$ cat src/rtl/if_stage_latch_q.sv
// ---------------------------------------------------------------------------
// if_stage_latch_q
//
// Branch-redirect queue between the branch-resolve logic (producer) and the
// PC-select mux in IF (consumer). Each entry is {isBranchTaken, branchPC}.
// A DEPTH-entry circular buffer with valid/ready on both sides lets a redirect
// wait out a stalled fetch stage instead of being overwritten, and a flush
// discards everything queued.
//
// Ports
//   clk               clock, all state changes on the rising edge
//   rst               synchronous active-low reset (0 = reset)
//   in_valid          producer presents an entry
//   in_ready          queue has space (count != DEPTH), state-only
//   isBranchTaken     incoming entry taken flag
//   branchPC          incoming entry target PC
//   flush             synchronous discard of all entries
//   out_valid         head entry present (count != 0)
//   out_ready         consumer takes the head entry this cycle
//   isBranchTaken_out head entry flag, 0 when empty
//   branchPC_out      head entry PC, RESET_PC when empty
//   count             occupancy, 0..DEPTH
// ---------------------------------------------------------------------------
module if_stage_latch_q #(
    parameter int unsigned     PC_W     = 32,
    parameter int unsigned     DEPTH    = 2,
    parameter logic [PC_W-1:0] RESET_PC = '0
) (
    input  logic                    clk,
    input  logic                    rst,
    input  logic                    in_valid,
    output logic                    in_ready,
    input  logic                    isBranchTaken,
    input  logic [PC_W-1:0]         branchPC,
    input  logic                    flush,
    output logic                    out_valid,
    input  logic                    out_ready,
    output logic                    isBranchTaken_out,
    output logic [PC_W-1:0]         branchPC_out,
    output logic [$clog2(DEPTH):0]  count
);

    localparam int unsigned PTR_W = $clog2(DEPTH);
    localparam int unsigned CNT_W = PTR_W + 1;

    // Pointer / occupancy state
    logic [PTR_W-1:0] wr_ptr_q, wr_ptr_d;
    logic [PTR_W-1:0] rd_ptr_q, rd_ptr_d;
    logic [CNT_W-1:0] count_q,  count_d;

    // Entry storage (no reset: contents are meaningless while count says empty)
    logic             taken_q [DEPTH];
    logic             taken_d [DEPTH];
    logic [PC_W-1:0]  pc_q    [DEPTH];
    logic [PC_W-1:0]  pc_d    [DEPTH];

    logic push;
    logic pop;

    // Handshake status comes from registered occupancy only, so neither
    // ready nor valid has a combinational path from the other side.
    assign in_ready  = (count_q != CNT_W'(DEPTH));
    assign out_valid = (count_q != '0);
    assign count     = count_q;

    // Head entry gated to the idle values when the queue is empty.
    always_comb begin
        isBranchTaken_out = 1'b0;
        branchPC_out      = RESET_PC;
        if (out_valid) begin
            isBranchTaken_out = taken_q[rd_ptr_q];
            branchPC_out      = pc_q[rd_ptr_q];
        end
    end

    always_comb begin
        push = in_valid & in_ready;
        pop  = out_valid & out_ready;

        wr_ptr_d = wr_ptr_q;
        rd_ptr_d = rd_ptr_q;
        count_d  = count_q;
        taken_d  = taken_q;
        pc_d     = pc_q;

        if (flush) begin
            // Flush wins over any handshake in the same cycle.
            wr_ptr_d = '0;
            rd_ptr_d = '0;
            count_d  = '0;
        end else begin
            if (push) begin
                taken_d[wr_ptr_q] = isBranchTaken;
                pc_d[wr_ptr_q]    = branchPC;
                // DEPTH is a power of two, so natural overflow is the wrap.
                wr_ptr_d          = wr_ptr_q + PTR_W'(1);
            end
            if (pop) begin
                rd_ptr_d = rd_ptr_q + PTR_W'(1);
            end
            case ({push, pop})
                2'b10:   count_d = count_q + CNT_W'(1);
                2'b01:   count_d = count_q - CNT_W'(1);
                default: count_d = count_q;
            endcase
        end
    end

    always_ff @(posedge clk) begin
        if (!rst) begin
            wr_ptr_q <= '0;
            rd_ptr_q <= '0;
            count_q  <= '0;
        end else begin
            wr_ptr_q <= wr_ptr_d;
            rd_ptr_q <= rd_ptr_d;
            count_q  <= count_d;
        end
    end

    always_ff @(posedge clk) begin
        taken_q <= taken_d;
        pc_q    <= pc_d;
    end

endmodule

$ cat config.mk
export PLATFORM = sky130hd
export DESIGN_NAME = if_stage_latch_q
export DESIGN_NICKNAME = d
export VERILOG_FILES = /design/src/rtl/if_stage_latch_q.sv
export SDC_FILE = /design/constraint.sdc
export NUM_CORES = 1
export LEC_CHECK = 0
export CORE_AREA = 2 2 85 87
export CTS_CLUSTER_SIZE = 20
export DETAILED_ROUTE_END_ITERATION = 16
export DIE_AREA = 0 0 87 89
export PLACE_DENSITY_LB_ADDON = 0.12
export SETUP_SLACK_MARGIN = 0.1
export SYNTH_ARGS = -nofsm -noshare
export SYNTH_HDL_FRONTEND = slang
export SYNTH_SLANG_ARGS = --single-unit
$ cat constraint.sdc
create_clock -name clk -period 4.55 [get_ports clk]
set_input_delay 0.91 -clock clk [delete_from_list [all_inputs] [get_ports clk]]
set_output_delay 0.91 -clock clk [all_outputs]
set_load 0.02 [all_outputs]
# Yosys cells after proc, flatten, opt, wreduce, memory -nomap -nowiden

Cells that the tools add are included.

Bitwise logic cells: 6
Eq/ne operators: 3
Reductions and logical operators: 5
Multiplexer cells: 15
Order comparisons: 3
$add $sub $neg: 4

Operators with widths:

| cell                                                                  | number |
|---|---|
| 32-bit two-way mux                                                    | 5 |
| 64-bit bitwise mux                                                    | 1 |
| 32-bit demux with 1-bit select                                        | 1 |
| 1-bit two-way mux                                                     | 5 |
| 2-bit >= comparator (second input constant)                           | 2 |
| 1-bit inverter with 2-bit output                                      | 2 |
| 2-bit one-hot mux with 2 select lines                                 | 1 |
| 2-bit nonzero test                                                    | 2 |
| 1-bit adder (second input constant)                                   | 2 |
| 2-bit by 1-bit adder with 2-bit output (second input constant)        | 1 |
| 1-bit bitwise AND                                                     | 2 |
| 2-bit bitwise mux                                                     | 1 |
| 2-bit by 1-bit == test with 1-bit output (second input constant)      | 1 |
| 2-bit == test (second input constant)                                 | 1 |
| 2-bit by 1-bit < comparator with 1-bit output (second input constant) | 1 |
| 2-bit != test (second input constant)                                 | 1 |
| 1-bit inverter                                                        | 2 |
| 2-bit AND reduction                                                   | 1 |
| 2-bit OR reduction                                                    | 1 |
| 2-bit by 1-bit subtractor with 2-bit output (second input constant)   | 1 |
| 1-bit demux with 1-bit select                                         | 1 |
| 1-bit logical AND                                                     | 1 |

Flip-flop bits (word level): 70
Logic and storage cells: 43
Output and inout port bits: 37

# Longest topological paths before layout

Gate-level depths: netlist (run 1).

Word-level depth: 6
Gate-level depth with buffers: 7
Depth with buffers taken out: 7

# Least setup slack after synthesis (run 1)

No wires, ideal clock.

Kind: input to register
Start: input port in_valid
End: register pc_q[0] in the netlist's numbering, enable pin
Data required time: 4.078 ns
Library setup time: 0.472 ns
Path slack: 0.626 ns
Stages: 2
Arrival: 3.452 ns
Path buffers: 0
Cells stage by stage: nand2_1 nor3b_1

Cells in the longest elaborated chain, start to end: 2

Ends and longest elaborated chain:

| item                                 | line | source |
|---|---|---|
| from (decl)                          | 31   | `input logic in_valid,` |
| 1-bit bitwise AND                    | 77   | `push = in_valid & in_ready;` |
| 2-bit AND reduction (no source line) | -    |  |
| to (signal assigned)                 | 123  | `pc_q <= pc_d;` |
| to (decl)                            | 54   | `logic [PC_W-1:0] pc_q [DEPTH];` |

Every way passes these cells.
A chain may end at the register's enable or synchronous reset.

# Final worst setup path (run 1)

Start: register rd_ptr_q
End: output port branchPC_out[9]

Cells in the longest elaborated chain, start to end: 5

Ends and longest elaborated chain:

| item                                                   | line | source |
|---|---|---|
| from (decl)                                            | 48   | `logic [PTR_W-1:0] rd_ptr_q, rd_ptr_d;` |
| from (signal assigned)                                 | 116  | `rd_ptr_q <= rd_ptr_d;` |
| 1-bit inverter with 2-bit output (not written as such) | 72   | `branchPC_out = pc_q[rd_ptr_q];` |
| 32-bit two-way mux (not written as such) (3 in a row)  | 72   |  |
| 32-bit two-way mux                                     | 70   | `if (out_valid) begin` |
| to (decl)                                              | 39   | `output logic [PC_W-1:0] branchPC_out,` |

Every way passes these cells. The select of a mux whose other input is x is not followed.

==> metrics.md, run 1 <==
| Metric | Value |
|---|---|
| Syn Inst Count | `166` |
| Root Buffer | `clkbuf_8` |
| Antenna violations before repair | `0` |
| Largest net degree at the start of global routing | `35` |
| Startpoint Class | `flip-flop` |
| Register area share after synthesis | `0.7690` |
| Max Clock Freq | `305.4 MHz` |
| Post-Route WL | `4.929 mm` |
| Initial DRC Count | `65` |
| Crit-path leading delay family | `flip-flops` |
| FF-to-FF path depth | `5` |
| CP max stage delay | `1.04 ns` |
| Final hold viol count | `0` |
| First-pass GRT wire length | `7.596 mm` |
| Worst Path Required | `3.64 ns` |
| Reg area | `2063 um2` |
| GRT Residual Overflow | `0` |
| Max-slew headroom | `0.2814` |
| Commonest non-fill, non-tap cell in the layout | `clkdlybuf4s50_1` |
| Vias in the first global route | `1613` |
| Hold/Removal Path Class | `reg -> reg` |
| Post-DRT Antenna Nets | `0` |
| Max clock buf depth | `2` |
| Die width | `87 um` |
| Final Core Density | `0.5562` |
| H-tree depth | `3` |
| Cell variety after synth | `18` |
| WL/cell | `14.85 um` |
| Area grow syn2layout | `39.38%` |
| Status | `completed` |
| Top Ports | `75` |
| R2R setup slack | `2.85 ns` |
| Filler instances | `596` |
| Slowest cell on the critical path | `dfxtp_2` |
| Via density | `4.738` |
| CTS clk-pin slew, worst paths | `0.06 ns` |
| VDD IR max | `0.2522 mV` |
| CTS Buf Count | `9` |
| Max-slew violations | `0` |
| Yosys warnings | `0` |
| Initial Util | `0.3991` |
| Final-stage net count | `286` |
| Period minus WS final | `3.275 ns` |
| Pwr dens | `376.4 nW/um2` |
| # diodes | `0` |
| Placed Instances | `316` |
| Levels on crit path | `3` |
| Final Total Pwr | `1.407 mW` |
| Layout cells sized above 1 | `0.08333` |
| PortBufs | `74` |
| Die H | `89 um` |
| Synth Register Bits | `70` |
| Worst-Margin Slew | `1.078 ns` |
| Post-cts resize count | `0` |
| Final hold slack | `0.5367 ns` |
| Clock latency at the later pin of the worst-skew pair | `0.33 ns` |
| Non-filler cells, final | `332` |
| GP Congestion | `0.6725` |
| Syn avg cell area | `16.15 um2` |
| Max-Cap Viols | `0` |
| Row cnt | `30` |
| Leakage power | `1.218 nW` |
| CP Max Fanout | `34` |
| DRC Markers | `0` |
| Worst Setup SP | `rd_ptr_q` |
| Clk sink count | `70` |
| Total number of vias | `1573` |
| Syn_nets | `205` |
| R2R Path End | `pc_q[1]` |
| First-pass iteration count of the detailed router | `4` |
| Clock Skews | `0.01071 ns` |
| Full die area | `7743 um2` |
| Post-DP HPWL | `3.133 mm` |
| Worst path arrival time | `2.36 ns` |
| Crit Path Category | `reg -> out` |
| Crit path cell chain | `mux2i_1, nor2_1, clkdlybuf4s50_1` |
| Tcrit/Tclk final | `0.7197` |
| Post-CTS Setup Bufs | `0` |
| Hold Crit Depth | `2` |
| Reg-to-Reg Start | `count[0]` |
| # hold bufs at CTS | `0` |
| Highest-count cells in the layout ignoring fill and taps | `clkdlybuf4s50_1, edfxtp_1, nor2_1` |
| Unrepaired setup endpoints after global routing | `no` |
| Global-route usage over all layers | `0.1335` |
| Critical Path Sink Type | `output pin` |
| Footprint of the multi-input gates | `583.1 um2` |
| Buf/Inv on CP | `1` |
| Worst Setup EP | `branchPC_out[9]` |
| Core area | `6719 um2` |
| CTS tree | `built` |
| Fin Setup TNS | `0 ns` |
| Synthesized area | `2681 um2` |
| Final setup vio count | `0` |
[power breakdown]
| group | total [mW] | leakage [nW] | switching, mW | internal, mW |
|---|---|---|---|---|
| Clock | 0.525 | 0.104 | 0.220 | 0.305 |
| Sequential | 0.735 | 0.639 | 0.00919 | 0.726 |
| Combinational | 0.147 | 0.475 | 0.0708 | 0.0761 |
[stage by stage]
| step | area (um2) | setup WS [ns] |
|---|---|---|
| after global routing | 3737 | 1.102 |
| after floorplan | 2681 | 0.6260 |
| final | 3737 | 1.275 |
| after detailed placement | 3525 | 1.600 |
| after global placement | 3525 | 1.584 |
| after CTS | 3737 | 1.230 |
[cell type report]
class / count / area share
Multi-Input combinational cell: 85 / 0.1560
Timing Repair Buffer: 77 / 0.2042
Clock buffer: 9 / 0.03314
Clock inverter: 7 / 0.02377
Tap cell: 80 / 0.02678
Sequential cell: 70 / 0.5521
Inverter: 4 / 0.004017
[flip-flops by register name, indices dropped and copies added (netlist names)]
name / cells
count: 2
pc_q: 64
taken_q: 2
rd_ptr_q: 1
wr_ptr_q: 1
[cell usage after synthesis]
cell | n | area, um2
nand2b_1 | 1 | 6.260
or3_1 | 2 | 12.51
nor3_1 | 1 | 5.000
buf_2 | 6 | 30.03
edfxtp_1 | 66 | 1982
xnor2_1 | 1 | 8.760
o21ai_0 | 3 | 15.01
dfxtp_1 | 4 | 80.08
nor3b_1 | 1 | 7.510
nor2b_1 | 1 | 6.260
mux2i_1 | 33 | 330.3
nand2_1 | 1 | 3.750
xor2_1 | 2 | 17.52
ha_1 | 1 | 12.51
a21oi_1 | 2 | 10.01
nor2_1 | 36 | 135.1
inv_1 | 4 | 15.01
clkbuf_1 | 1 | 3.750
[cell families (layout without fill, tap and decap cells)]
group                      count (synthesis)  count (layout)  share of synthesized area
adders and majority gates                  1               1                   0.004666
muxes                                     33              33                     0.1232
AOI/OAI and AO/OA                          5               5                   0.009331
and+or+nand+nor                           43              43                    0.06580
DFF                                       70              70                     0.7690
buffers and inverters                     11              97                    0.01820
xor gates and xnor gates                   3               3                   0.009801
[worst reg2reg max path, cell delays in order (launching register included)]
cell and delay (ns):
dfxtp_1 0.45, nor2b_1 0.10, inv_1 0.08, nand2_1 0.11, nor3b_2 0.17, buf_4 0.42
[layer usage]
metal	vias up	wire length, um	GRT usage
li1	771	-	-
met2	50	2438	0.2200
met4	0	81	0.06392
met5	-	0	0
met1	743	2110	0.1612
met3	9	299	0.04063
[how the worst min path moves through the flow]
stage,start,to
floorplan,wr_ptr_q,wr_ptr_q
global route,count[1],count[1]
global placement,wr_ptr_q,wr_ptr_q
finish,count[1],count[1]
detailed placement,count[1],count[1]
CTS,count[1],count[1]
Power figures use the tool's default switching activity.
==> run 2: changes to the inputs <==
==> constraint.sdc (replaced) <==
create_clock -name clk -period 2.79 [get_ports clk]
set_input_delay 0.558 -clock clk [delete_from_list [all_inputs] [get_ports clk]]
set_output_delay 0.558 -clock clk [all_outputs]
set_load 0.02 [all_outputs]
==> run 2 against run 1 <==
Effect of this change:
- clock skew down 0.0037 ns
- combinational power grew 71%
- core utilization is 0.11 points higher
- via count is 0.32% lower
- final area is 0.20% higher
- sequential power grew 63%
- power increased by 48%
- largest cell class unchanged
==> metrics.md, run 2 (synthesized netlist as in run 1, its figures left out) <==
| Metric | Value |
|---|---|
| Status | `completed (unchanged)` |
| VDD IR max | `0.2914 mV (was 0.2522 mV)` |
| Die width | `87 um (unchanged)` |
| CTS Buf Count | `9 (unchanged)` |
| Global Route met3 Usage | `0.03970 (was 0.04063)` |
| Commonest non-fill, non-tap cell in the layout | `clkdlybuf4s50_1 (unchanged)` |
| Post-CTS Setup Bufs | `0 (unchanged)` |
| # diodes | `0 (unchanged)` |
| Post-DRT Antenna Nets | `0 (unchanged)` |
| Top Ports | `75 (unchanged)` |
| Worst Path Required | `2.23 ns (was 3.64 ns)` |
| Clk sink count | `70 (unchanged)` |
| Hold/Removal Path Class | `reg -> reg (unchanged)` |
| Antenna violations before repair | `0 (unchanged)` |
| Tcrit/Tclk final | `0.8983` |
| Vias in the first global route | `1606 (was 1613)` |
| Initial Util | `0.3991 (unchanged)` |
| Final setup vio count | `0 (unchanged)` |
| Unrepaired setup endpoints after global routing | `no (unchanged)` |
| Core area | `6719 um2 (unchanged)` |
| Max Clock Freq | `399.0 MHz` |
| Crit path cell chain | `buf_12, mux2i_1, nor2_1, clkdlybuf4s50_1 (was mux2i_1, nor2_1, clkdlybuf4s50_1)` |
| GP Congestion | `0.7122 (was 0.6725)` |
| Initial DRC Count | `91 (was 65)` |
| Max-slew violations | `0 (unchanged)` |
| Setup WS pre-CTS | `0.6025 ns (was 1.600 ns)` |
| Fin Setup TNS | `0 ns (unchanged)` |
| CP Max Fanout | `11 (was 34)` |
| Setup ws final | `0.2837 ns (was 1.275 ns)` |
| First-pass iteration count of the detailed router | `3 (was 4)` |
| Hold Path End | `wr_ptr_q (was count[1])` |
| Period minus WS final | `2.506 ns` |
| GR Util met2 | `0.2332 (was 0.2200)` |
| Hold Crit Depth | `2 (unchanged)` |
| PortBufs | `74 (unchanged)` |
| Max clock buf depth | `2 (unchanged)` |
| Leakage power | `1.217 nW (was 1.218 nW)` |
| Post-Route WL | `4.934 mm (was 4.929 mm)` |
| Total number of vias | `1568 (was 1573)` |
| Post-DP HPWL | `3.246 mm (was 3.133 mm)` |
| Layout cells sized above 1 | `0.07874 (was 0.08333)` |
| Final-stage net count | `289 (was 286)` |
| WL/cell | `14.77 um (was 14.85 um)` |
| Max-Cap Viols | `0 (unchanged)` |
| CP max stage delay | `0.58 ns (was 1.04 ns)` |
| Min-delay src | `wr_ptr_q (was count[1])` |
| Slowest cell on the critical path | `dfxtp_2 (unchanged)` |
| Critical Path Sink Type | `output pin (unchanged)` |
| # hold bufs at CTS | `0 (unchanged)` |
| Crit Path Category | `reg -> out (unchanged)` |
| Root Buffer | `clkbuf_8 (unchanged)` |
| Biggest register | `pc_q (unchanged)` |
| Row cnt | `30 (unchanged)` |
| Final Core Density | `0.5574 (was 0.5562)` |
| Max FFs per register | `64 (unchanged)` |
| Final hold viol count | `0 (unchanged)` |
| Met1 Track Usage GR | `0.1550 (was 0.1612)` |
| GR peak layer | `met2 (unchanged)` |
| Clock Skews | `0.007043 ns (was 0.01071 ns)` |
| First-pass GRT wire length | `7.672 mm (was 7.596 mm)` |
| Die H | `89 um (unchanged)` |
| Worst-Margin Slew | `0.4646 ns (was 1.078 ns)` |
| CTS clk-pin slew, worst paths | `0.07 ns (was 0.06 ns)` |
| FF-to-FF path depth | `6 (was 5)` |
| Highest-count cells in the layout ignoring fill and taps | `clkdlybuf4s50_1, edfxtp_1, nor2_1 (unchanged)` |
| Area grow syn2layout | `39.66% (was 39.38%)` |
| Pwr dens | `554.9 nW/um2 (was 376.4 nW/um2)` |
| Full die area | `7743 um2 (unchanged)` |
| Via density | `4.695 (was 4.738)` |
| R2R Path End | `count[1] (was pc_q[1])` |
| Largest net degree at the start of global routing | `34 (was 35)` |
| CTS tree | `built (unchanged)` |
| Worst path arrival time | `1.95 ns (was 2.36 ns)` |
| Reg-to-Reg Start | `count[1] (was count[0])` |
| Max-slew headroom | `0.6903 (was 0.2814)` |
| GRT Residual Overflow | `0 (unchanged)` |
| Post-cts resize count | `0 (unchanged)` |
| Startpoint Class | `flip-flop (unchanged)` |
| DRC Markers | `0 (unchanged)` |
| Global-route usage over all layers | `0.1357 (was 0.1335)` |
| R2R setup slack | `1.05 ns (was 2.85 ns)` |
| Clock latency at the later pin of the worst-skew pair | `0.32 ns (was 0.33 ns)` |
| H-tree depth | `3 (unchanged)` |
[run 2: changes by cell type in the layout (fill, tap and decap cells not counted), sizes merged]
cell	previous run	this run
buf	3	6
bufinv	2	0
clkbuf	9	12
clkinv	4	3
clkinvlp	1	0
[run 2: layout make-up]
type	instances	area, um2
clock buffer	12	135.1
clock inverter	3	12.51
fill	553	2974
inverter	4	15.01
multi-input combinational	85	595.6
sequential	70	2063
tap	80	100.1
timing repair buffer	80	823.3
[run 2: how the worst max path moves through the flow]
stage	start	endpoint	slack, ns	depth (start not counted)
after floorplan	count[0]	pc_q[0]	0.48	4
after global placement	rd_ptr_q	branchPC_out[9]	0.62	4
after detailed placement	rd_ptr_q	branchPC_out[9]	0.60	4
after CTS	rd_ptr_q	branchPC_out[9]	0.25	4
after global routing	rd_ptr_q	branchPC_out[16]	0.17	4
final	rd_ptr_q	branchPC_out[11]	0.28	4
[run 2: per-layer routing]
layer / vias to the layer above / part of all wire
met5: - / 0
met4: 0 / 0.012
met3: 6 / 0.054
met2: 46 / 0.50
met1: 745 / 0.43
li1: 771 / -
[run 2: where the power goes]
group          internal, mW  switching (mW)
combinational         0.129           0.122
sequential             1.18          0.0119
clock                 0.311           0.319
[run 2: metrics by stage]
| step | cells | instance area (um2) | hold slack, ns | power (mW) |
|---|---|---|---|---|
| floorplan | 166 | 2704 | 0.5048 | 1.328 |
| global placement | 319 | 3597 | 0.5238 | 1.472 |
| detailed placement | 319 | 3597 | 0.5414 | 1.475 |
| CTS | 334 | 3745 | 0.5518 | 2.110 |
| global route | 334 | 3745 | 0.5714 | 2.179 |
| finish | 334 | 3745 | 0.5423 | 2.078 |
[run 2: worst max-delay path, delay by kind of cell (launching register included)]
family,cells,cell delay [ns]
flip-flops,1,0.58
buffers and inverters,2,0.75
multiplexers,1,0.24
AND/OR/NAND/NOR,1,0.06
==> run 3: changes to the inputs <==
--- a/config.mk
+++ b/config.mk
@@ -5,10 +5,10 @@
 export SDC_FILE = /design/constraint.sdc
 export NUM_CORES = 1
 export LEC_CHECK = 0
-export CORE_AREA = 2 2 85 87
+export CORE_AREA = 10 10 93 95
 export CTS_CLUSTER_SIZE = 20
 export DETAILED_ROUTE_END_ITERATION = 16
-export DIE_AREA = 0 0 87 89
+export DIE_AREA = 0 0 103 105
 export PLACE_DENSITY_LB_ADDON = 0.12
 export SETUP_SLACK_MARGIN = 0.1
 export SYNTH_ARGS = -nofsm -noshare
==> constraint.sdc (replaced) <==
create_clock -name clk -period 2.79 [get_ports clk]
set_input_delay 0.279 -clock clk [delete_from_list [all_inputs] [get_ports clk]]
set_output_delay 0.279 -clock clk [all_outputs]
set_load 0.02 [all_outputs]
==> run 3 against run 2 <==
Effect of this change:
- worst hold slack got worse by 0.014 ns
- global-route usage fell by 3.1 points
- maximum frequency rose by 11%
- final area fell by 0.23%
- setup slack improved by 0.25 ns
- die area rose by 40%
- sequential share of layout area rose by 0.13 points
- count of clock-buffer cells in the layout fell by 2
- via count rose by 0.19%
- clock skew rose by 0.0036 ns
- largest cell class unchanged
- largest power group unchanged
- critical endpoint is now branchPC_out[10]
- critical path type unchanged
==> metrics.md, run 3 (synthesized netlist as in run 1, its figures left out) <==
| Metric | Value |
|---|---|
| Status | `completed (unchanged)` |
| Top Ports | `75 (unchanged)` |
| Dpl cell area | `3557 um2 (was 3597 um2)` |
| Leakage power | `1.216 nW (was 1.217 nW)` |
| Max-Cap Viols | `0 (unchanged)` |
| Total number of vias | `1571 (was 1568)` |
| Max clock buf depth | `2 (unchanged)` |
| Footprint of the multi-input gates | `595.6 um2 (unchanged)` |
| P_sw | `478.4 uW (was 452.3 uW)` |
| Reg area | `2063 um2 (unchanged)` |
| Die width | `103 um (was 87 um)` |
| Die H | `105 um (was 89 um)` |
| Largest net degree at the start of global routing | `35 (was 34)` |
| GRT Residual Overflow | `0 (unchanged)` |
| Area grow syn2layout | `39.34% (was 39.66%)` |
| Commonest non-fill, non-tap cell in the layout | `clkdlybuf4s50_1 (unchanged)` |
| Max Clock Freq | `443.4 MHz (was 399.0 MHz)` |
| Final-stage net count | `287 (was 289)` |
| # hold bufs at CTS | `0 (unchanged)` |
| CP Max Fanout | `26 (was 11)` |
| GP Congestion | `0.7211 (was 0.7122)` |
| Pwr dens | `586.3 nW/um2 (was 554.9 nW/um2)` |
| WL/cell | `16.68 um (was 14.77 um)` |
| Reg-to-Reg Start | `count[0] (was count[1])` |
| Setup ws final | `0.5346 ns (was 0.2837 ns)` |
| Fin area | `3736 um2 (was 3745 um2)` |
| FF-to-FF path depth | `5 (was 6)` |
| Vias in the first global route | `1715 (was 1606)` |
| Fin Setup TNS | `0 ns (unchanged)` |
| Highest-count cells in the layout ignoring fill and taps | `clkdlybuf4s50_1, edfxtp_1, nor2_1 (unchanged)` |
| R2R setup slack | `1.01 ns (was 1.05 ns)` |
| Worst path arrival time | `1.98 ns (was 1.95 ns)` |
| Startpoint Class | `flip-flop (unchanged)` |
| Clk sink count | `70 (unchanged)` |
| CTS clk-pin slew, worst paths | `0.07 ns (about the same)` |
| Biggest register | `pc_q (unchanged)` |
| Min-delay src | `branchPC[15] (was wr_ptr_q)` |
| Sw frac | `0.2184 (was 0.2177)` |
| First-pass iteration count of the detailed router | `4 (was 3)` |
| Clock Skews | `0.01066 ns (was 0.007043 ns)` |
| VDD IR max | `0.3532 mV (was 0.2914 mV)` |
| Core area | `6756 um2 (was 6719 um2)` |
| CTS Buf Count | `9 (unchanged)` |
| Max-slew headroom | `0.6892 (was 0.6903)` |
| Clock latency at the later pin of the worst-skew pair | `0.33 ns (was 0.32 ns)` |
| Max-slew violations | `0 (unchanged)` |
| Clock share of power | `0.341 (was 0.303)` |
| Unrepaired setup endpoints after global routing | `no (unchanged)` |
| Hold Path End | `pc_q[47] (was wr_ptr_q)` |
| Period minus WS final | `2.255 ns (was 2.506 ns)` |
| DRC Markers | `0 (unchanged)` |
| PortBufs | `74 (unchanged)` |
| Antenna violations before repair | `0 (unchanged)` |
| Int Power | `1.712 mW (was 1.626 mW)` |
| Setup WS pre-CTS | `0.8148 ns (was 0.6025 ns)` |
| Max FFs per register | `64 (unchanged)` |
| Post-cts resize count | `0 (unchanged)` |
| Final setup vio count | `0 (unchanged)` |
| Worst-Margin Slew | `0.4662 ns (was 0.4646 ns)` |
| CP max stage delay | `0.55 ns (was 0.58 ns)` |
| H-tree depth | `3 (unchanged)` |
| Layout cells sized above 1 | `0.08333 (was 0.07874)` |
| Full die area | `10820 um2 (was 7743 um2)` |
| Hold/Removal Path Class | `in -> reg (was reg -> reg)` |
| R2R Path End | `pc_q[20] (was count[1])` |
| Logic pwr share | `0.114 (was 0.121)` |
| Slowest cell on the critical path | `clkdlybuf4s50_1 (was dfxtp_2)` |
| Post-DP HPWL | `3.732 mm (was 3.246 mm)` |
| Post-Route WL | `5.539 mm (was 4.934 mm)` |
| Crit path cell chain | `buf_12, mux2i_1, nor2_1, clkdlybuf4s50_1 (unchanged)` |
| # diodes | `0 (unchanged)` |
| Root Buffer | `clkbuf_8 (unchanged)` |
| Filler instances | `568 (was 553)` |
| Initial DRC Count | `65 (was 91)` |
| Hold Crit Depth | `1 (was 2)` |
| Reg power frac | `0.546 (was 0.576)` |
| Via density | `4.732 (was 4.695)` |
| Final hold viol count | `0 (unchanged)` |
| Row cnt | `30 (unchanged)` |
| Global-route usage over all layers | `0.1043 (was 0.1357)` |
| Worst Path Required | `2.51 ns (was 2.23 ns)` |
| Critical Path Sink Type | `output pin (unchanged)` |
| Post-DRT Antenna Nets | `0 (unchanged)` |
| Initial Util | `0.3969 (was 0.3991)` |
| Post-CTS Setup Bufs | `0 (unchanged)` |
| CTS tree | `built (unchanged)` |
| Crit Path Category | `reg -> out (unchanged)` |
| Tcrit/Tclk final | `0.8084 (was 0.8983)` |
| First-pass GRT wire length | `8.631 mm (was 7.672 mm)` |
[run 3: cell count changes in the layout (fill, tap and decap cells not counted)]
cell and delta:
bufinv_16 +1, clkbuf_1 -2, buf_12 -2, clkinv_2 +1, clkinvlp_4 +1, clkinv_1 -1
[run 3: worst max-delay path, delay by kind of cell, from the launching register on]
family | cells | cell delay (ns)
buffers and inverters | 2 | 0.82
DFF | 1 | 0.51
muxes | 1 | 0.26
and+or+nand+nor | 1 | 0.06
[run 3: worst max-delay path by stage]
| stage | startpoint | endpoint | slack (ns) | cells past startpoint |
|---|---|---|---|---|
| CTS | rd_ptr_q | branchPC_out[10] | 0.45 | 4 |
| global route | rd_ptr_q | branchPC_out[10] | 0.41 | 4 |
| global placement | rd_ptr_q | branchPC_out[10] | 0.82 | 4 |
| floorplan | count[0] | pc_q[0] | 0.48 | 4 |
| finish | rd_ptr_q | branchPC_out[10] | 0.53 | 4 |
| detailed placement | rd_ptr_q | branchPC_out[10] | 0.81 | 4 |
[run 3: routing by layer]
layer / track usage / vias up / wire length [um]
met1: 0.1125 / 745 / 2280
met5: 0 / - / 0
met3: 0.05797 / 7 / 532
li1: - / 767 / -
met2: 0.1704 / 52 / 2678
met4: 0.02982 / 0 / 47
[run 3: power by group through the flow]
stage,Combinational (mW),Clock [mW],Sequential [mW]
finish,0.249,0.746,1.20
floorplan,0.110,0,1.22
detailed placement,0.254,0,1.22
global placement,0.253,0,1.22
CTS,0.256,0.768,1.20
global route,0.270,0.812,1.20
[run 3: cell type report]
type | instances | area share
Clock buffer | 10 | 0.03416
Clock inverter | 5 | 0.01373
Inverter | 4 | 0.004019
Multi-Input combinational cell | 85 | 0.1594
Sequential cell | 70 | 0.5522
Tap cell | 80 | 0.02679
Timing Repair Buffer | 78 | 0.2096
[run 3: per-stage QoR]
stage / hold WS (ns) / std cells / total power, mW / util
after CTS: 0.5178 / 332 / 2.219 / 0.5530
after floorplan: 0.3779 / 166 / 1.328 / -
final: 0.5287 / 332 / 2.191 / 0.5530
after detailed placement: 0.5261 / 317 / 1.473 / 0.5265
after global routing: 0.5158 / 332 / 2.280 / 0.5530
after global placement: 0.5183 / 317 / 1.471 / 0.5265
